## src/rtl/uart_mmio_responder.sv

```systemverilog
// Memory-mapped UART front end: CPU-visible status/data/counter registers in front of
// a TX byte FIFO feeding the serial transmitter and an RX byte FIFO fed by the receiver.
module uart_mmio_responder #(
    parameter int FIFO_DEPTH = 4
) (
    input  logic        Clock,
    input  logic        reset_n,
    input  logic [31:0] Address,
    input  logic [31:0] WriteData,
    input  logic        REUART,
    input  logic        WEUART,
    output logic [31:0] ReadData,
    output logic [7:0]  TxData,
    output logic        TxValid,
    input  logic        TxReady,
    input  logic [7:0]  RxData,
    input  logic        RxValid,
    output logic        RxReady
);

    localparam int AW = $clog2(FIFO_DEPTH);
    localparam int CW = AW + 1;
    localparam logic [AW-1:0] PTR_ONE   = AW'(1);
    localparam logic [CW-1:0] CNT_ONE   = CW'(1);
    localparam logic [CW-1:0] CNT_FULL  = CW'(FIFO_DEPTH);
    localparam logic [CW-1:0] CNT_EMPTY = '0;

    localparam logic [4:0] OFF_TX_STAT = 5'h00;
    localparam logic [4:0] OFF_RX_STAT = 5'h04;
    localparam logic [4:0] OFF_TX_DATA = 5'h08;
    localparam logic [4:0] OFF_RX_DATA = 5'h0C;
    localparam logic [4:0] OFF_CYCLE   = 5'h10;

    // Address decode
    logic       io_sel;
    logic [4:0] offset;
    logic       rd_en;
    logic       wr_en;

    assign io_sel = (Address[31:28] == 4'b1000);
    assign offset = Address[4:0];
    assign rd_en  = REUART && io_sel;
    assign wr_en  = WEUART && io_sel;

    logic unused_bits;
    assign unused_bits = ^{Address[27:5], WriteData[31:8]};

    // TX FIFO state
    logic [7:0]    tx_mem_q [FIFO_DEPTH];
    logic [AW-1:0] tx_wr_ptr_q, tx_wr_ptr_d;
    logic [AW-1:0] tx_rd_ptr_q, tx_rd_ptr_d;
    logic [CW-1:0] tx_count_q,  tx_count_d;
    logic          tx_full, tx_empty;
    logic          tx_push, tx_pop;
    logic          tx_ovf_q, tx_ovf_d;

    // RX FIFO state
    logic [7:0]    rx_mem_q [FIFO_DEPTH];
    logic [AW-1:0] rx_wr_ptr_q, rx_wr_ptr_d;
    logic [AW-1:0] rx_rd_ptr_q, rx_rd_ptr_d;
    logic [CW-1:0] rx_count_q,  rx_count_d;
    logic          rx_full, rx_empty;
    logic          rx_push, rx_pop;
    logic          rx_udf_q, rx_udf_d;

    logic [31:0]   cycle_q, cycle_d;
    logic [31:0]   read_data_q, read_data_d;

    assign tx_full  = (tx_count_q == CNT_FULL);
    assign tx_empty = (tx_count_q == CNT_EMPTY);
    assign rx_full  = (rx_count_q == CNT_FULL);
    assign rx_empty = (rx_count_q == CNT_EMPTY);

    // Handshake: a byte moves on an edge where valid && ready are both high.
    assign TxValid  = !tx_empty;
    assign TxData   = tx_mem_q[tx_rd_ptr_q];
    assign RxReady  = !rx_full;
    assign ReadData = read_data_q;

    assign tx_push = wr_en && (offset == OFF_TX_DATA) && !tx_full;
    assign tx_pop  = TxValid && TxReady;
    assign rx_push = RxValid && RxReady;
    assign rx_pop  = rd_en && (offset == OFF_RX_DATA) && !rx_empty;

    always_comb begin
        tx_wr_ptr_d = tx_wr_ptr_q;
        tx_rd_ptr_d = tx_rd_ptr_q;
        tx_count_d  = tx_count_q;
        if (tx_push) begin
            tx_wr_ptr_d = tx_wr_ptr_q + PTR_ONE;
        end
        if (tx_pop) begin
            tx_rd_ptr_d = tx_rd_ptr_q + PTR_ONE;
        end
        case ({tx_push, tx_pop})
            2'b10:   tx_count_d = tx_count_q + CNT_ONE;
            2'b01:   tx_count_d = tx_count_q - CNT_ONE;
            default: tx_count_d = tx_count_q;
        endcase
    end

    always_comb begin
        rx_wr_ptr_d = rx_wr_ptr_q;
        rx_rd_ptr_d = rx_rd_ptr_q;
        rx_count_d  = rx_count_q;
        if (rx_push) begin
            rx_wr_ptr_d = rx_wr_ptr_q + PTR_ONE;
        end
        if (rx_pop) begin
            rx_rd_ptr_d = rx_rd_ptr_q + PTR_ONE;
        end
        case ({rx_push, rx_pop})
            2'b10:   rx_count_d = rx_count_q + CNT_ONE;
            2'b01:   rx_count_d = rx_count_q - CNT_ONE;
            default: rx_count_d = rx_count_q;
        endcase
    end

    // Sticky flags: clear is applied first so a same-cycle set wins.
    always_comb begin
        tx_ovf_d = tx_ovf_q;
        rx_udf_d = rx_udf_q;
        if (wr_en && (offset == OFF_TX_STAT)) begin
            tx_ovf_d = 1'b0;
        end
        if (wr_en && (offset == OFF_RX_STAT)) begin
            rx_udf_d = 1'b0;
        end
        if (wr_en && (offset == OFF_TX_DATA) && tx_full) begin
            tx_ovf_d = 1'b1;
        end
        if (rd_en && (offset == OFF_RX_DATA) && rx_empty) begin
            rx_udf_d = 1'b1;
        end
    end

    always_comb begin
        cycle_d = cycle_q + 32'd1;
        if (wr_en && (offset == OFF_CYCLE)) begin
            cycle_d = 32'd0;
        end
    end

    always_comb begin
        read_data_d = read_data_q;
        if (rd_en) begin
            case (offset)
                OFF_TX_STAT: read_data_d = {30'b0, tx_ovf_q, !tx_full};
                OFF_RX_STAT: read_data_d = {30'b0, rx_udf_q, !rx_empty};
                OFF_RX_DATA: read_data_d = rx_empty ? 32'd0 : {24'b0, rx_mem_q[rx_rd_ptr_q]};
                OFF_CYCLE:   read_data_d = cycle_q;
                default:     read_data_d = 32'd0;
            endcase
        end
    end

    always_ff @(posedge Clock or negedge reset_n) begin
        if (!reset_n) begin
            tx_wr_ptr_q <= '0;
            tx_rd_ptr_q <= '0;
            tx_count_q  <= '0;
            tx_ovf_q    <= 1'b0;
            rx_wr_ptr_q <= '0;
            rx_rd_ptr_q <= '0;
            rx_count_q  <= '0;
            rx_udf_q    <= 1'b0;
            cycle_q     <= 32'd0;
            read_data_q <= 32'd0;
        end else begin
            tx_wr_ptr_q <= tx_wr_ptr_d;
            tx_rd_ptr_q <= tx_rd_ptr_d;
            tx_count_q  <= tx_count_d;
            tx_ovf_q    <= tx_ovf_d;
            rx_wr_ptr_q <= rx_wr_ptr_d;
            rx_rd_ptr_q <= rx_rd_ptr_d;
            rx_count_q  <= rx_count_d;
            rx_udf_q    <= rx_udf_d;
            cycle_q     <= cycle_d;
            read_data_q <= read_data_d;
        end
    end

    // Storage needs no reset: empty FIFOs never expose their contents.
    always_ff @(posedge Clock) begin
        if (tx_push) begin
            tx_mem_q[tx_wr_ptr_q] <= WriteData[7:0];
        end
        if (rx_push) begin
            rx_mem_q[rx_wr_ptr_q] <= RxData;
        end
    end

endmodule

```

## config.mk

```make
export PLATFORM = sky130hd
export DESIGN_NAME = uart_mmio_responder
export DESIGN_NICKNAME = d
export VERILOG_FILES = /design/src/rtl/uart_mmio_responder.sv
export SDC_FILE = /design/constraint.sdc
export NUM_CORES = 1
export LEC_CHECK = 0
export ABC_AREA = 1
export CAP_MARGIN = 10
export CORE_ASPECT_RATIO = 1.1
export CORE_MARGIN = 4
export CORE_UTILIZATION = 35
export DETAILED_ROUTE_END_ITERATION = 7
export HOLD_SLACK_MARGIN = 0.03
export PLACE_DENSITY = 0.69
export SLEW_MARGIN = 25
export SYNTH_ARGS = -nofsm -noshare
export SYNTH_HDL_FRONTEND = slang
export SYNTH_SLANG_ARGS = --single-unit
export TNS_END_PERCENT = 1
```

## constraint.sdc

```tcl
create_clock -name Clock -period 2.3 [get_ports Clock]
set_input_delay 0.46 -clock Clock [delete_from_list [all_inputs] [get_ports Clock]]
set_output_delay 0.46 -clock Clock [all_outputs]
set_load 0.005 [all_outputs]
```

======== Yosys cells after proc, flatten, opt, wreduce, memory -nomap -nowiden ========
Memory sizes are Yosys's and may differ from the RTL's.
Index checks and enable logic that the tools add are counted.
storage, ports and cells
  bits in registers ....................... 80
  RAM bits ................................ 64
  input bits .............................. 78
  output and inout port bits .............. 42
  logic and storage cells ................. 69
  memories kept ........................... 2
memory list
  name      words  bits a word  rd ports  clocked after memory_dff  write ports  RTL line  source
  rx_mem_q  4      8            1         0                         1            58        logic [7:0] rx_mem_q [FIFO_DEPTH];
  tx_mem_q  4      8            1         0                         1            49        logic [7:0] tx_mem_q [FIFO_DEPTH];
operators by class
  add/subtract/negate cells ............... 9
  equal/unequal tests ..................... 11
  mux-type cells .......................... 13
  reductions and logical operators ........ 24
operator list
  operator                                                               number
  32-bit case mux with 4 select lines                                    1
  32-bit by 1-bit adder with 32-bit output, second input constant        1
  32-bit two-way mux                                                     1
  1-bit logical AND                                                      13
  3-bit case mux with 2 select lines                                     2
  5-bit by 4-bit equality test with 1-bit output, second input constant  2
  2-bit by 1-bit adder with 2-bit output, second input constant          4
  1-bit two-way mux                                                      8
  8-bit two-way mux                                                      1
  2-bit nonzero test                                                     4
  3-bit by 1-bit adder with 3-bit output, second input constant          2
  3-bit equality test, second input constant                             2
  3-bit zero test                                                        2
  3-bit by 1-bit subtractor with 3-bit output, second input constant     2
  5-bit by 3-bit equality test with 1-bit output, second input constant  1
  5-bit equality test, second input constant                             1
  5-bit zero test                                                        1
  2-bit by 1-bit equality test with 1-bit output, second input constant  2
  2-bit equality test, second input constant                             2
  4-bit equality test, second input constant                             1
  1-bit zero test                                                        4

======== Longest topological paths before layout ========
Gate-level depths: netlist of the first run.
  depth in word-level cells ............... 6
  mapped depth ............................ 11

======== Least setup slack after synthesis of the first run ========
Ideal clock, no wire load.
  path type ............................... input port to flip-flop
  start point ............................. input Address[4]
  end point ............................... register rx_count_q[2]
  setup time .............................. 0.131 ns
  arrival ................................. 1.913 ns
  data required time ...................... 2.169 ns
  slack ................................... 0.256 ns
  stages on the path ...................... 11
  buffers on the path ..................... 0
  path through ............................ inv_2 -> nand2_1 -> nor2_1 -> nand3_2 -> nor2_2 -> ha_1 -> inv_1 -> fa_1 -> a21oi_1 -> o21ai_0 -> xor2_1
between the ends
  word-level cells in the longest chain between the ends .. 5
  elaborated cells on any way between the ends .. 7
  classes of those cells .................. eq/ne: 3; mux: 1; reduce/logical: 3
ends and longest elaborated chain
  element                                                                                RTL line  source
  start: declaration                                                                     8         input logic [31:0] Address,
  5-bit by 4-bit equality test with 1-bit output (*)                                     83        assign rx_pop = rd_en && (offset == OFF_RX_DATA) && !rx_empty;
  1-bit logical AND (*) (2 in series)                                                    83
  named net rx_pop                                                                       63        logic rx_push, rx_pop;
  2-bit by 1-bit equality test with 1-bit output or 2-bit equality test (tied branches)  112       case ({rx_push, rx_pop})
  3-bit case mux with 2 select lines or 2-bit nonzero test (tied branches)               --
  end signal: assignment                                                                 176       rx_count_q <= rx_count_d;
  end: declaration                                                                       61        logic [CW-1:0] rx_count_q, rx_count_d;
Mark *: on every way through the listed nets, which the timed path passes. The rest lies on a longest branch.
A chain may end at the register's enable or synchronous reset.

======== Final worst setup path of the first run ========
  start point ............................. register tx_rd_ptr_q[0]
  end point ............................... output TxData[4]
between the ends
  word-level cells in the longest chain between the ends .. 1
ends and longest elaborated chain
  element                   RTL line  source
  start: declaration        51        logic [AW-1:0] tx_rd_ptr_q, tx_rd_ptr_d;
  start signal: assignment  171       tx_rd_ptr_q <= tx_rd_ptr_d;
  memory read 4 x 8 bit     --
  end: declaration          13        output logic [7:0] TxData,
Every way passes these cells.

==> reports/qor.yml, run 1 <==
global_routing:
  grtUsageMet3_pct: 3.844
  track_usage_pct: 14.85
  use_met2_pct: 23.70
  grt_pass1_vias: 5157
  grt_pass1_wl_um: 25500
  met1_usage_pct: 19.54
  antenna_found_initial: 0
  busiest_layer: "met2"
  grt_max_degree: 54
  grt-ovfl-total: 0
sta:
  finalSetupViolations: 0
  finalCritPeriodShare_pct: 95.98
  fmax_mhz: 453.0
  maxSlewHeadroom_pct: 64.18
  fin_skew_ps: 7.649
  fin_ws_ps: 92.41
  rsz0062_at_grt: "false"
  final_max_slew_viol_count: 0
  worstMarginPinSlew_ps: 537.2
  period_needed_ps: 2208
  hold_viol: 0
  finalSetupTns_ps: 0
setup_path:
  worstSetupStartpointType: "register"
  r2r_end: "rx_count_q[2]$_DFFE_PN0P_"
  reg2reg_from: "rx_count_q[0]$_DFFE_PN0P_"
  crit_required_ps: 1840
  cp_max_fo: 6
  crit_arrival_ps: 1750
  ff2ff_setup_slack_ps: 350
  criticalPathCategory: "reg -> out"
  ff2ff_path_depth: 10
  end_kind: "output port"
min_path:
  holdPathStages: 1
  min_to: "rx_count_q[0]$_DFFE_PN0P_"
  holdCritPathClass: "reg -> reg"
  worstHoldStart: "rx_count_q[0]$_DFFE_PN0P_"
status:
  status: "finished, final reports clean"
cts:
  path_clk_slew_ps: 60
  cts.sinks: 144
  insertion_delay_ps: 420
  root_buffer: "clkbuf_16"
  numCtsBuffers: 17
  cts_buffer_depth: 2
  ctsHtreeMaxLevel: 4
  cts_tree: "done"
placement:
  port-buffer-count: 72
  pre_cts_ws_ps: -276.4
  detailed_place_hpwl_um: 10760
  gp_congestion: 0.9294
  dpl_cell_area_um2: 7964
yosys:
  synthArstFlopShare_pct: 55.56
  syn_inst: 716
  synth-seq-cells: 144
  ys_seq_area_share_pct: 58.31
  synth_fp_nets: 807
  postSynthAreaPerCell_um2: 9.398
  synth_area_leaders: "dfrtp_1 (30%), edfxtp_1 (29%), nand2_1 (11%)"
  yosys_warnings: 0
  synth_top_area_cell: "dfrtp_1"
  synth_top_area_share_pct: 29.75
  netlist_area_um2: 6729
  dominantRegCellSynth: "dfrtp_1"
  synth_edf_count: 64
  ys_types: 34
pwr:
  leakagePower_nw: 3.803
  total_power_w: 0.007696
  power.density_nw_per_um2: 892.2
  ir_drop_uv: 513.5
routing:
  drt-wirelength-per-cell_um: 14.02
  ant_nets: 0
  num_vias: 5148
  drt-initial-drc-count: 324
  route.detailed.drc: 0
  dr.pass1.iters: 4
  viasPerCell: 4.736
  routed_wl_um: 15240
run:
  cap_violations: 0
die:
  core_area_um2: 18670
  start_util_pct: 36.04
  dieWidth_um: 140.2
  die_h_um: 153.4
  io_pins: 120
  num_rows: 52
  die-area_um2: 21510
layout:
  post-route-util_pct: 46.19
  mostFrequentLayoutCells: "nand2_1 (192), nor2_1 (93), dfrtp_1 (79), edfxtp_1 (64), clkdlybuf4s50_1 (63)"
  diodes: 0
  drive_above_1_share_pct: 14.34
  area_growth_pct: 28.19
  design_area_um2: 8626
  num-nets-final: 922
  final_common_cell: "nand2_1"
==> flip-flops by register name, indices dropped and copies added (netlist names) <==
name	cells
tx_mem_q	32
rx_count_q	3
tx_count_q	3
rx_rd_ptr_q	2
cycle_q	32
rx_mem_q	32
tx_ovf_q	1
ReadData	32
rx_wr_ptr_q	2
rx_udf_q	1
tx_rd_ptr_q	2
tx_wr_ptr_q	2
==> metal layers <==
layer	wire [um]	part of all wire, %	up-vias
met2	7185	47	135
met3	776	5.1	26
met1	7008	46	2418
li1	-	-	2569
met5	0	0	-
met4	273	1.8	0
==> critical path, cell delays in order, from the launching register on <==
cell and delay (ps):
dfrtp_2 450, clkinvlp_4 170, buf_4 170, o21ai_0 140
o22ai_1 110, dlygate4sd2_1 280
==> worst max-delay path by stage <==
stage / start / to
finish: tx_rd_ptr_q[0]$_DFFE_PN0P_ / TxData[4]
CTS: tx_rd_ptr_q[0]$_DFFE_PN0P_ / TxData[2]
global placement: Address[4] / rx_count_q[2]$_DFFE_PN0P_
global route: Address[4] / rx_count_q[2]$_DFFE_PN0P_
floorplan: Address[4] / rx_count_q[2]$_DFFE_PN0P_
detailed placement: Address[4] / rx_count_q[2]$_DFFE_PN0P_
==> where the power goes <==
group | total [W] | leakage [nW] | switching (W) | internal (W)
logic | 0.00163 | 1.98 | 0.000909 | 0.000717
registers | 0.00324 | 1.54 | 0.000228 | 0.00302
clock network | 0.00283 | 0.284 | 0.00111 | 0.00172
total | 0.00770 | 3.80 | 0.00225 | 0.00545
==> kinds of logic (layout without fill, tap and decap cells) <==
logic type,count (synthesis),count (layout),share of synthesized area [%]
XOR/XNOR,14,14,1.822
AND/OR/NAND/NOR,373,373,24.60
AO/OA/AOI/OAI,84,84,7.326
adder cells (fa/ha/maj),13,13,2.640
flip-flops,144,144,58.31
buffers and inverters,88,216,5.299
==> stage by stage <==
| step | instances | hold slack (ps) |
|---|---|---|
| after floorplan | 716 | 164.4 |
| final | 1087 | 472.2 |
| after CTS | 1085 | 473.9 |
| after global placement | 1051 | 439.6 |
| after detailed placement | 1051 | 444.2 |
| after global routing | 1087 | 502.5 |
==> synthesized netlist by cell type, types with 2 or more instances <==
cell / n
o21a_1: 2
nor3_1: 4
inv_2: 6
xor2_1: 12
nand2_2: 7
nor2_4: 12
o21ai_1: 2
nand2_4: 2
ha_1: 11
xnor2_1: 2
buf_2: 9
fa_1: 2
clkinv_1: 2
o31ai_1: 21
inv_1: 63
buf_4: 2
nand3_1: 42
dfrtp_1: 80
nand3_2: 4
nor2_1: 94
o22ai_1: 10
nand2_1: 192
edfxtp_1: 64
nor2_2: 11
clkbuf_1: 5
o21ai_0: 34
a21oi_1: 14
==> final cells by class <==
class,count,area [um^2]
fillers,1756,10050
flip-flops and latches,144,3925
multi-input cells,484,2451
repair buffers,112,1060
clock buffers,17,425.4
well taps,243,304.0
inverters,71,270.3
clock inverters,15,182.7
repair inverters,1,7.507
==> timing repair <==
item | CTS | global route
gates cloned | 1 | 0
endpoints found under the setup margin | 8 | 4
hold endpoints to repair | 28 | 0
pin swaps | 0 | 1
gates resized for setup | 13 | 4
buffers inserted | 0 | 2
hold buffers | 1 | 0
Power figures use the tool's default switching activity.
==> run 2: changes to the inputs <==
--- a/config.mk
+++ b/config.mk
@@ -13,6 +13,7 @@
 export DETAILED_ROUTE_END_ITERATION = 7
 export HOLD_SLACK_MARGIN = 0.03
 export PLACE_DENSITY = 0.69
+export REMOVE_ABC_BUFFERS = 1
 export SLEW_MARGIN = 25
 export SYNTH_ARGS = -nofsm -noshare
 export SYNTH_HDL_FRONTEND = slang
==> run 2 against run 1 <==
  * Power grew 2.2%
  * Global-route usage fell by 0.60 points
  * Fmax down 2.0%
  * Combinational power decreased by 2%
  * Non-clock buffer count did not move
  * Largest power group unchanged
  * Highest routed layer unchanged
==> reports/qor.yml, run 2 (same netlist as run 1, synthesis figures left out) <==
routing:
  drt-wirelength-per-cell_um: 13.59
  ant_nets: 0
  routed_wl_um: 14760
  route.detailed.drc: 0
  dr.pass1.iters: 5
  viasPerCell: 4.637
  drt-initial-drc-count: 285
  num_vias: 5036
sta:
  fin_ws_ps: 47.61
  worstMarginPinSlew_ps: 542.5
  fin_skew_ps: 7.268
  final_max_slew_viol_count: 0
  period_needed_ps: 2252
  finalSetupViolations: 0
  rsz0062_at_grt: "true"
  finalCritPeriodShare_pct: 97.93
  maxSlewHeadroom_pct: 63.83
  hold_viol: 0
  fmax_mhz: 444.0
die:
  dieWidth_um: 140.2
  die_h_um: 153.4
  die-area_um2: 21510
  core_area_um2: 18670
  io_pins: 120
  start_util_pct: 36.04
  num_rows: 52
cts:
  numCtsBuffers: 17
  cts.sinks: 144
  insertion_delay_ps: 420
  root_buffer: "clkbuf_16"
  ctsHtreeMaxLevel: 4
  cts_buffer_depth: 2
  cts_tree: "done"
  path_clk_slew_ps: 60
layout:
  drive_above_1_share_pct: 14.12
  final_common_cell: "nand2_1"
  mostFrequentLayoutCells: "nand2_1 (192), nor2_1 (94), dfrtp_1 (79), clkdlybuf4s50_1 (64), edfxtp_1 (64)"
  area_growth_pct: 28.30
  num-nets-final: 921
  diodes: 0
  n_fill_cell: 1729
setup_path:
  worstSetupStartpointType: "register"
  r2r_end: "rx_count_q[2]$_DFFE_PN0P_"
  end_kind: "output port"
  criticalPathCategory: "reg -> out"
  cp_max_fo: 8
  ff2ff_path_depth: 10
  reg2reg_from: "rx_count_q[0]$_DFFE_PN0P_"
  ff2ff_setup_slack_ps: 400
  crit_arrival_ps: 1790
  crit_required_ps: 1840
min_path:
  holdPathStages: 1
  min_to: "rx_count_q[0]$_DFFE_PN0P_"
  holdCritPathClass: "reg -> reg"
  worstHoldStart: "rx_count_q[0]$_DFFE_PN0P_"
global_routing:
  track_usage_pct: 14.26
  met1_usage_pct: 17.95
  grtUsageMet3_pct: 4.031
  use_met2_pct: 23.81
  grt_pass1_wl_um: 24640
  grt_pass1_vias: 5010
  busiest_layer: "met2"
  grt_max_degree: 54
  grt-ovfl-total: 0
  antenna_found_initial: 0
run:
  cap_violations: 0
pwr:
  ir_drop_uv: 571.9
  power.density_nw_per_um2: 911.3
  total_power_w: 0.007868
  leakagePower_nw: 3.835
placement:
  gp_congestion: 0.9308
  port-buffer-count: 72
  detailed_place_hpwl_um: 10550
  pre_cts_ws_ps: -199.2
status:
  status: "finished, final reports clean"
==> run 2: metrics by stage <==
step           setup TNS, ps  std cells  util, %  area [um^2]  hold slack (ps)
3_5_place_dp          -534.7       1052    42.62         7959            425.3
6_report                   0       1086    46.23         8633            478.0
5_1_grt               -105.3       1086    46.23         8633            481.6
2_1_floorplan         -747.6        699        -         6639            164.4
4_1_cts               -50.58       1086    46.21         8628            476.2
3_3_place_gp          -407.6       1052    42.62         7959            417.4
==> run 2: critical path, cell delays in order, from the launching register on <==
cell and delay (ps):
dfrtp_2 420, inv_1 80, buf_4 150, nor2_1 40
o22ai_1 150, clkdlybuf4s50_1 520
==> run 2: cell type report <==
cell class | instances | area [um^2] | area share [%]
repair buffers | 112 | 1032 | 11.96
inverters | 71 | 266.5 | 3.087
multi-input cells | 484 | 2449 | 28.36
clock buffers | 17 | 425.4 | 4.928
well taps | 243 | 304.0 | 3.522
clock inverters | 15 | 231.5 | 2.681
flip-flops and latches | 144 | 3925 | 45.46
==> run 2: what timing repair did <==
item / in CTS / in global routing
setup endpoints to repair: 8 / 3
pin swaps: 1 / 1
buffers inserted: 1 / 0
endpoints found under the hold margin: 28 / 0
hold buffers: 1 / 0
gates resized for setup: 6 / 3
==> run 2: power breakdown <==
group / total (W) / internal (W) / switching (W)
Clock: 0.00305 / 0.00188 / 0.00117
Sequential: 0.00323 / 0.00301 / 0.000213
Combinational: 0.00159 / 0.000698 / 0.000892
==> run 2: worst max-delay path by stage <==
stage / startpoint / slack, ps / to
floorplan: Address[28] / -480 / rx_count_q[2]$_DFFE_PN0P_
finish: tx_rd_ptr_q[0]$_DFFE_PN0P_ / 50 / TxData[5]
global route: tx_rd_ptr_q[0]$_DFFE_PN0P_ / -110 / TxData[5]
global placement: Address[4] / -190 / rx_count_q[2]$_DFFE_PN0P_
CTS: tx_rd_ptr_q[0]$_DFFE_PN0P_ / -50 / TxData[7]
detailed placement: Address[4] / -200 / rx_count_q[2]$_DFFE_PN0P_
==> run 2: metal layers <==
layer / share of wire (%) / routed length, um
met1: 45 / 6614
met4: 1.5 / 220
met5: 0 / 0
met2: 49 / 7269
met3: 4.5 / 658
==> run 3: changes to the inputs <==
==> constraint.sdc (replaced) <==
create_clock -name Clock -period 2.3 [get_ports Clock]
set_input_delay 0.46 -clock Clock [delete_from_list [all_inputs] [get_ports Clock]]
set_output_delay 0.46 -clock Clock [all_outputs]
set_load 0.05 [all_outputs]
==> run 3 against run 2 <==
  * Cell count fell by 0.46%
  * Via count rose by 0.24%
  * Flip-flop and latch count unchanged
  * Register-to-register slack lost 20 ps
  * Power rose by 3.4%
  * Critical path type unchanged
  * Largest power group unchanged
==> reports/qor.yml, run 3 (same netlist as run 1, synthesis figures left out) <==
sta:
  worstMarginPinSlew_ps: 542.0
  finalCritPeriodShare_pct: 93.57
  hold_viol: 0
  period_needed_ps: 2152
  finalSetupViolations: 0
  maxSlewHeadroom_pct: 63.76
  fin_skew_ps: 9.574
  fmax_mhz: 464.6
  timing.hold.ws_ps: 465.6
  final_max_slew_viol_count: 0
  rsz0062_at_grt: "false"
  finalSetupTns_ps: 0
setup_path:
  crit_required_ps: 1840
  r2r_end: "rx_count_q[2]$_DFFE_PN0P_"
  cp_top_family: "flip-flops"
  crit_arrival_ps: 1690
  criticalPathCategory: "reg -> out"
  cp.depth: 4
  end_kind: "output port"
  crit_start: "tx_rd_ptr_q[1]$_DFFE_PN0P_"
  slowest_delay_ps: 490
  cp_num_buf_inv: 2
  critPathCapture: "TxData[7]"
  cpMaxStageDelayCell: "dfrtp_1"
  worstSetupStartpointType: "register"
  ff2ff_setup_slack_ps: 380
  crit_chain: "inv_2 -> o21ai_0 -> o22ai_1 -> buf_12"
  reg2reg_from: "rx_count_q[0]$_DFFE_PN0P_"
  ff2ff_path_depth: 10
  cp_max_fo: 9
status:
  status: "finished, final reports clean"
cts:
  cts_buffer_depth: 2
  post-cts-setup-buffer-count: 0
  cts_tree: "done"
  path_clk_slew_ps: 60
  insertion_delay_ps: 420
  root_buffer: "clkbuf_16"
  ctsHtreeMaxLevel: 4
  cts.sinks: 144
  numCtsBuffers: 17
layout:
  mostFrequentLayoutCells: "nand2_1 (192), nor2_1 (94), dfrtp_1 (80), edfxtp_1 (64)"
  finalNonFillerCells: 1081
  post-route-util_pct: 46.03
  drive_above_1_share_pct: 14.56
  num-nets-final: 916
  design_area_um2: 8594
  diodes: 0
  final_common_cell: "nand2_1"
  area_growth_pct: 27.72
placement:
  port-buffer-count: 72
  gp_congestion: 0.9165
  detailed_place_hpwl_um: 10110
  dpl_cell_area_um2: 8009
  dp_cells: 1048
routing:
  num_vias: 5048
  routed_wl_um: 14190
  route.detailed.drc: 0
  ant_nets: 0
  drt-wirelength-per-cell_um: 13.13
  dr.pass1.iters: 5
  drt-initial-drc-count: 220
  viasPerCell: 4.670
global_routing:
  grt_max_degree: 54
  track_usage_pct: 13.81
  grt-ovfl-total: 0
  antenna_found_initial: 0
  grt_pass1_vias: 4931
  grt_pass1_wl_um: 24030
pwr:
  leakagePower_nw: 3.778
  ir_drop_uv: 732.1
  power.density_nw_per_um2: 946.3
die:
  die_h_um: 153.4
  core_area_um2: 18670
  num_rows: 52
  start_util_pct: 36.04
  die-area_um2: 21510
  io_pins: 120
  dieWidth_um: 140.2
run:
  cap_violations: 0
min_path:
  holdCritPathClass: "reg -> reg"
[run 3: layout make-up]
cell class,count,area [um^2]
fill,1701,10080
sequential,144,3924
multi-input combinational,484,2449
timing repair buffer,107,1081
clock buffer,17,425.4
tap,243,304.0
inverter,71,270.3
clock inverter,15,141.4
[run 3: worst min-delay path by stage]
| stage | to | cells past startpoint | slack, ps | from |
|---|---|---|---|---|
| finish | tx_count_q[0]$_DFFE_PN0P_ | 1 | 470 | tx_count_q[0]$_DFFE_PN0P_ |
| global route | tx_count_q[0]$_DFFE_PN0P_ | 1 | 500 | tx_count_q[0]$_DFFE_PN0P_ |
| CTS | tx_count_q[0]$_DFFE_PN0P_ | 1 | 470 | tx_count_q[0]$_DFFE_PN0P_ |
| detailed placement | ReadData[26]$_DFFE_PN0P_ | 1 | 410 | reset_n |
| global placement | ReadData[26]$_DFFE_PN0P_ | 1 | 410 | reset_n |
| floorplan | ReadData[0]$_DFFE_PN0P_ | 0 | 160 | reset_n |
[run 3: what timing repair did]
action,CTS,global route
gates resized for setup,0,4
endpoints found under the hold margin,27,0
hold buffers,1,0
setup endpoints to repair,0,10
[run 3: stage by stage]
step                      worst slack (ps)  power, W
after CTS                            1.154  0.008239
after global routing                 10.02  0.008591
final                                147.8  0.008133
after global placement              -187.2  0.005547
after floorplan                     -477.3  0.004602
after detailed placement            -219.1  0.005588
[run 3: metal layers]
layer / global-route usage [%] / wire length [um] / vias to the layer above
met5: 0 / 0 / -
met4: 4.661 / 234 / 0
met3: 3.750 / 729 / 24
met2: 23.20 / 7061 / 95
met1: 17.19 / 6168 / 2355
li1: - / - / 2574
[run 3: worst reg2reg max path: cells and delay by family (launching register included)]
family,cells,cell delay (ps)
flip-flops,1,360
XOR/XNOR,1,150
adder cells (fa/ha/maj),2,520
buffers and inverters,2,140
AO/OA/AOI/OAI,2,260
AND/OR/NAND/NOR,3,390
[run 3: power breakdown]
group	internal [W]	switching, W
clock network	0.00143	0.00117
registers	0.00301	0.000226
logic	0.000906	0.00138
total	0.00535	0.00278
